<file path="config.mk">
export PLATFORM = sky130hd
export DESIGN_NAME = rr_arbiter4
export DESIGN_NICKNAME = d
export VERILOG_FILES = /design/src/rtl/rr_arbiter4.sv
export SDC_FILE = /design/constraint.sdc
export NUM_CORES = 1
export LEC_CHECK = 0
export CORE_ASPECT_RATIO = 1.25
export CORE_UTILIZATION = 45
export CTS_CLUSTER_SIZE = 28
export DETAILED_ROUTE_END_ITERATION = 7
export GPL_TIMING_DRIVEN = 0
export PLACE_DENSITY = 0.73
export SKIP_LAST_GASP = 1
export SLEW_MARGIN = 10
export SYNTH_ARGS = -nofsm -noshare
export SYNTH_HDL_FRONTEND = slang
export SYNTH_SLANG_ARGS = --single-unit
export TNS_END_PERCENT = 10
</file>
<file path="constraint.sdc">
create_clock -name clk -period 3.4 [get_ports clk]
set_input_delay 0.34 -clock clk [delete_from_list [all_inputs] [get_ports clk]]
set_output_delay 0.34 -clock clk [all_outputs]
set_load 0.01 [all_outputs]
</file>
<file path="src/rtl/rr_arbiter4.sv">
// Round-robin arbiter for four requesters sharing one 4:1 mux.
// Holds a grant until done, request drop, or the hold limit while others wait.
module rr_arbiter4 #(
    parameter int MAX_HOLD = 16,
    parameter int CNT_W    = 5
) (
    input  logic       clk,
    input  logic       rst_n,
    input  logic [3:0] req,
    input  logic       done,
    output logic [3:0] gnt,
    output logic [1:0] sel,
    output logic       busy,
    output logic       timeout
);

    typedef enum logic {IDLE, GRANT} state_t;

    localparam logic [CNT_W-1:0] HOLD_LAST = (MAX_HOLD > 0) ? CNT_W'(MAX_HOLD - 1) : '0;

    state_t           state_q, state_d;
    logic [3:0]       gnt_q, gnt_d;
    logic [1:0]       sel_q, sel_d;
    logic             busy_q, busy_d;
    logic             timeout_q, timeout_d;
    logic [CNT_W-1:0] hold_q, hold_d;
    logic [1:0]       ptr_q, ptr_d;

    logic [1:0] end_ptr;
    logic [2:0] pick_idle;
    logic [2:0] pick_end;
    logic       end_done;
    logic       end_drop;
    logic       end_force;

    // Returns {found, index}; the requester closest above ptr (mod 4) wins.
    function automatic logic [2:0] rr_pick(input logic [3:0] r, input logic [1:0] ptr);
        logic [1:0] idx;
        rr_pick = 3'b000;
        for (int i = 3; i >= 0; i--) begin
            idx = ptr + 2'(i);
            if (r[idx]) rr_pick = {1'b1, idx};
        end
    endfunction

    assign end_ptr   = sel_q + 2'd1;
    assign pick_idle = rr_pick(req, ptr_q);
    assign pick_end  = rr_pick(req, end_ptr);
    assign end_done  = done;
    assign end_drop  = !req[sel_q];
    assign end_force = (MAX_HOLD > 0) && (hold_q == HOLD_LAST) && ((req & ~gnt_q) != 4'b0000);

    always_comb begin
        state_d   = state_q;
        gnt_d     = gnt_q;
        sel_d     = sel_q;
        busy_d    = busy_q;
        timeout_d = 1'b0;
        hold_d    = hold_q;
        ptr_d     = ptr_q;
        case (state_q)
            IDLE: begin
                if (pick_idle[2]) begin
                    state_d = GRANT;
                    gnt_d   = 4'b0001 << pick_idle[1:0];
                    sel_d   = pick_idle[1:0];
                    busy_d  = 1'b1;
                    hold_d  = '0;
                end else begin
                    gnt_d  = 4'b0000;
                    busy_d = 1'b0;
                end
            end
            GRANT: begin
                if (end_done || end_drop || end_force) begin
                    ptr_d     = end_ptr;
                    // Only a pure hold-limit expiry counts as a forced end.
                    timeout_d = end_force && !end_done && !end_drop;
                    hold_d    = '0;
                    if (pick_end[2]) begin
                        gnt_d  = 4'b0001 << pick_end[1:0];
                        sel_d  = pick_end[1:0];
                        busy_d = 1'b1;
                    end else begin
                        state_d = IDLE;
                        gnt_d   = 4'b0000;
                        busy_d  = 1'b0;
                    end
                end else if ((MAX_HOLD > 0) && (hold_q != HOLD_LAST)) begin
                    hold_d = hold_q + 1'b1;
                end
            end
            default: begin
                state_d = IDLE;
                gnt_d   = 4'b0000;
                busy_d  = 1'b0;
            end
        endcase
    end

    always_ff @(posedge clk or negedge rst_n) begin
        if (!rst_n) begin
            state_q   <= IDLE;
            gnt_q     <= 4'b0000;
            sel_q     <= 2'd0;
            busy_q    <= 1'b0;
            timeout_q <= 1'b0;
            hold_q    <= '0;
            ptr_q     <= 2'd0;
        end else begin
            state_q   <= state_d;
            gnt_q     <= gnt_d;
            sel_q     <= sel_d;
            busy_q    <= busy_d;
            timeout_q <= timeout_d;
            hold_q    <= hold_d;
            ptr_q     <= ptr_d;
        end
    end

    assign gnt     = gnt_q;
    assign sel     = sel_q;
    assign busy    = busy_q;
    assign timeout = timeout_q;

endmodule

</file>
==> qor.yml <==
clock_network:
  clk_pin_slew_worst_paths_ns: 0.10
  ctsHoldBuffers: 0
  cts_setup_buffers: 0
  clk-insertion-delay-late_ns: 0.29
  cts-resized-gates: 0
  cts.sinks: 16
  numCtsBuffers: 3
  cts_tree: "built"
  root_buffer: "clkbuf_4"
  clk_path_buf_depth: 2
  htree_levels: 1
timing:
  fmax_ghz: 0.498
  skew_ns: 0.00119
  drv_slew: 0
  fin_setup_tns_ns: 0
  slew_headroom: 0.527
  rsz0062_at_grt: "no"
  setup_viol: 0
  tightestPinTransition_ns: 0.707
  period_share: 0.591
  layout_min_cycle_time_ns: 2.01
  fin_hold_ws_ns: 0.353
  hold_viol_final: 0
die:
  fp.coreArea_um2: 2190
  num_rows: 19
  die_w_um: 45.0
  start_util: 0.475
  boundaryPins: 15
  die_area_um2: 2510
  die_y_um: 55.7
setup_path:
  path_max_fanout: 9
  path_cells: "clkdlybuf4s50_1 > nor2b_1 > o41ai_4 > nand3b_1 > nand2_1 > mux2_1"
  critPathKind: "in2reg"
  slowest_delay_ns: 0.56
  crit_slowest_cell: "clkdlybuf4s50_1"
  crit_arrival_ns: 2.19
  critPathLaunchType: "input pin"
  r2r_cells: 7
  end_kind: "register"
  crit_required_ns: 3.58
synth:
  synth_nets: 119
  synth-simple-area-share: 0.223
  synthMuxAreaShare: 0.0710
  synth-edff-count: 0
  synth_top_family_by_area: "simple AND/OR/NAND/NOR gates"
  synth_area_um2: 1040
  synth_area_leaders: "dfrtp_1 39%, a21oi_1 4.3%, mux2i_1 3.9%"
  synth_cell_types: 39
  synth_xor_area_frac: 0.00842
  yosys.area_share.adder: 0.0241
  synth_top_area_cell: "dfrtp_1"
  synth_compound_area_frac: 0.221
  synth_seq_cells: 16
  seq_area_frac_synth: 0.385
  async_reset_ff_frac: 1.00
  postSynthAreaPerCell_um2: 9.45
  syn_inst: 110
  synth_warnings: 0
  synth_ff_type: "dfrtp_1"
  synth.top_cell.area_share: 0.385
job:
  drv_cap: 0
power_and_ir_drop:
  clockPowerShare: 0.153
  sw_frac_of_total: 0.384
  p_switching_mw: 0.322
  vdd_drop_max_uv: 330
  seqPwrFrac: 0.354
  p_per_area_nw_per_um2: 674
  p_int_mw: 0.517
  power_mw: 0.839
  cellLeakagePower_nw: 0.553
  combPwrFrac: 0.492
final_layout:
  drive_gt1_frac: 0.134
  seqCellArea_um2: 400
  area_delta_synth_final_pct: 19.7
  multiInputGateArea_um2: 569
  n_antenna_cell: 0
  layout_commonest_cell: "dfrtp_1"
  fin_area_um2: 1240
  final_util: 0.569
  mostFrequentLayoutCells: "16 x dfrtp_1, 13 x clkdlybuf4s50_1, 10 x nor2_1"
  num-fill-cells: 203
  nets: 137
grt:
  busiest_layer: "met2"
  grt_antenna_before_repair: 0
  track_usage: 0.186
  grt-ovfl-total: 0
  use_met3: 0.0195
  grt_pass1_wl_um: 3560
  use_met1: 0.246
  grt_max_degree: 17
  grtUsageMet2: 0.306
  grt_pass1_vias: 860
placement:
  placed_cell_area_um2: 1210
  port_buffers: 13
  gp_congestion: 0.824
  dpl.hpwl_um: 1600
hold_path:
  hold_path_class: "in2reg"
  holdPathStages: 2
drt:
  drtPass1Iterations: 4
  antenna_left: 0
  wl_per_cell_um: 13.6
  vias: 910
  wl_um: 2150
  viasPerCell: 5.76
  drt_first_iter_violations: 29
  drc: 0
run_status:
  outcome: "finished, final reports clean"
-- stage by stage --
step	std cells	setup slack, ns
after floorplan	110	1.62
after global placement	154	1.13
after detailed placement	154	1.10
after CTS	158	1.39
after global routing	158	1.31
final	158	1.39
-- synth_stat cells, drive strengths merged, types with 3 or more instances --
| library cell | count |
|---|---|
| dfrtp | 16 |
| nor3 | 4 |
| a21oi | 9 |
| o21ai | 6 |
| nand2 | 6 |
| mux2i | 4 |
| nor2 | 10 |
| inv | 9 |
| nand2b | 4 |
| nor2b | 6 |
| buf | 4 |
| a22o | 3 |
-- metal layers --
layer  share of wire  vias up  wire, um
met2            0.49       32      1060
met3           0.049        7       106
met1            0.44      441       938
met5               0        -         0
met4           0.019        0        41
li1                -      430         -
-- critical path, delay by kind of cell --
kind / cells / cell delay (ns)
buffers and inverters: 1 / 0.56
multiplexers: 1 / 0.33
AO/OA/AOI/OAI: 1 / 0.38
AND/OR/NAND/NOR: 3 / 0.57
-- cell type report --
class | count | share of cell area
Buffer | 5 | 0.0291
Clock buffer | 4 | 0.0291
Inverter | 9 | 0.0271
Multi-Input combinational cell | 80 | 0.457
Sequential cell | 16 | 0.322
Tap cell | 31 | 0.0312
Timing Repair Buffer | 13 | 0.105
-- path summary, 6_finish.rpt --
path	from	endpoint	slack [ns]
setup / recovery	req[0]	ptr_q[1]$_DFFE_PN0P_	1.39
hold / removal	req[1]	state_q$_DFF_PN0_	0.35
setup reg to reg	hold_q[0]$_DFFE_PN0P_	ptr_q[1]$_DFFE_PN0P_	1.40
hold reg to reg	hold_q[2]$_DFFE_PN0P_	hold_q[2]$_DFFE_PN0P_	0.51
max in group asynchronous	rst_n	state_q$_DFF_PN0_	2.49
min in group asynchronous	rst_n	sel[0]$_DFFE_PN0P_	0.47
-- sequential cells by signal, summed over array words and instances (netlist names) --
register,flops
busy,1
gnt,4
hold_q,5
ptr_q,2
sel,2
state_q,1
timeout,1
-- cell families after synthesis --
| logic type | after synthesis |
|---|---|
| XOR/XNOR | 1 |
| AND/OR/NAND/NOR | 40 |
| buffers and inverters | 14 |
| multiplexers | 6 |
| adder cells (fa/ha/maj) | 2 |
| AO/OA/AOI/OAI | 31 |
| flip-flops | 16 |
-- power by group through the flow --
stage | Sequential, mW | Combinational [mW] | Clock [mW]
floorplan | 0.309 | 0.259 | 0
global placement | 0.297 | 0.405 | 0
detailed placement | 0.301 | 0.410 | 0
CTS | 0.297 | 0.413 | 0.130
global route | 0.307 | 0.448 | 0.134
finish | 0.297 | 0.413 | 0.129
Note: power is estimated with default switching activity, not from simulation.
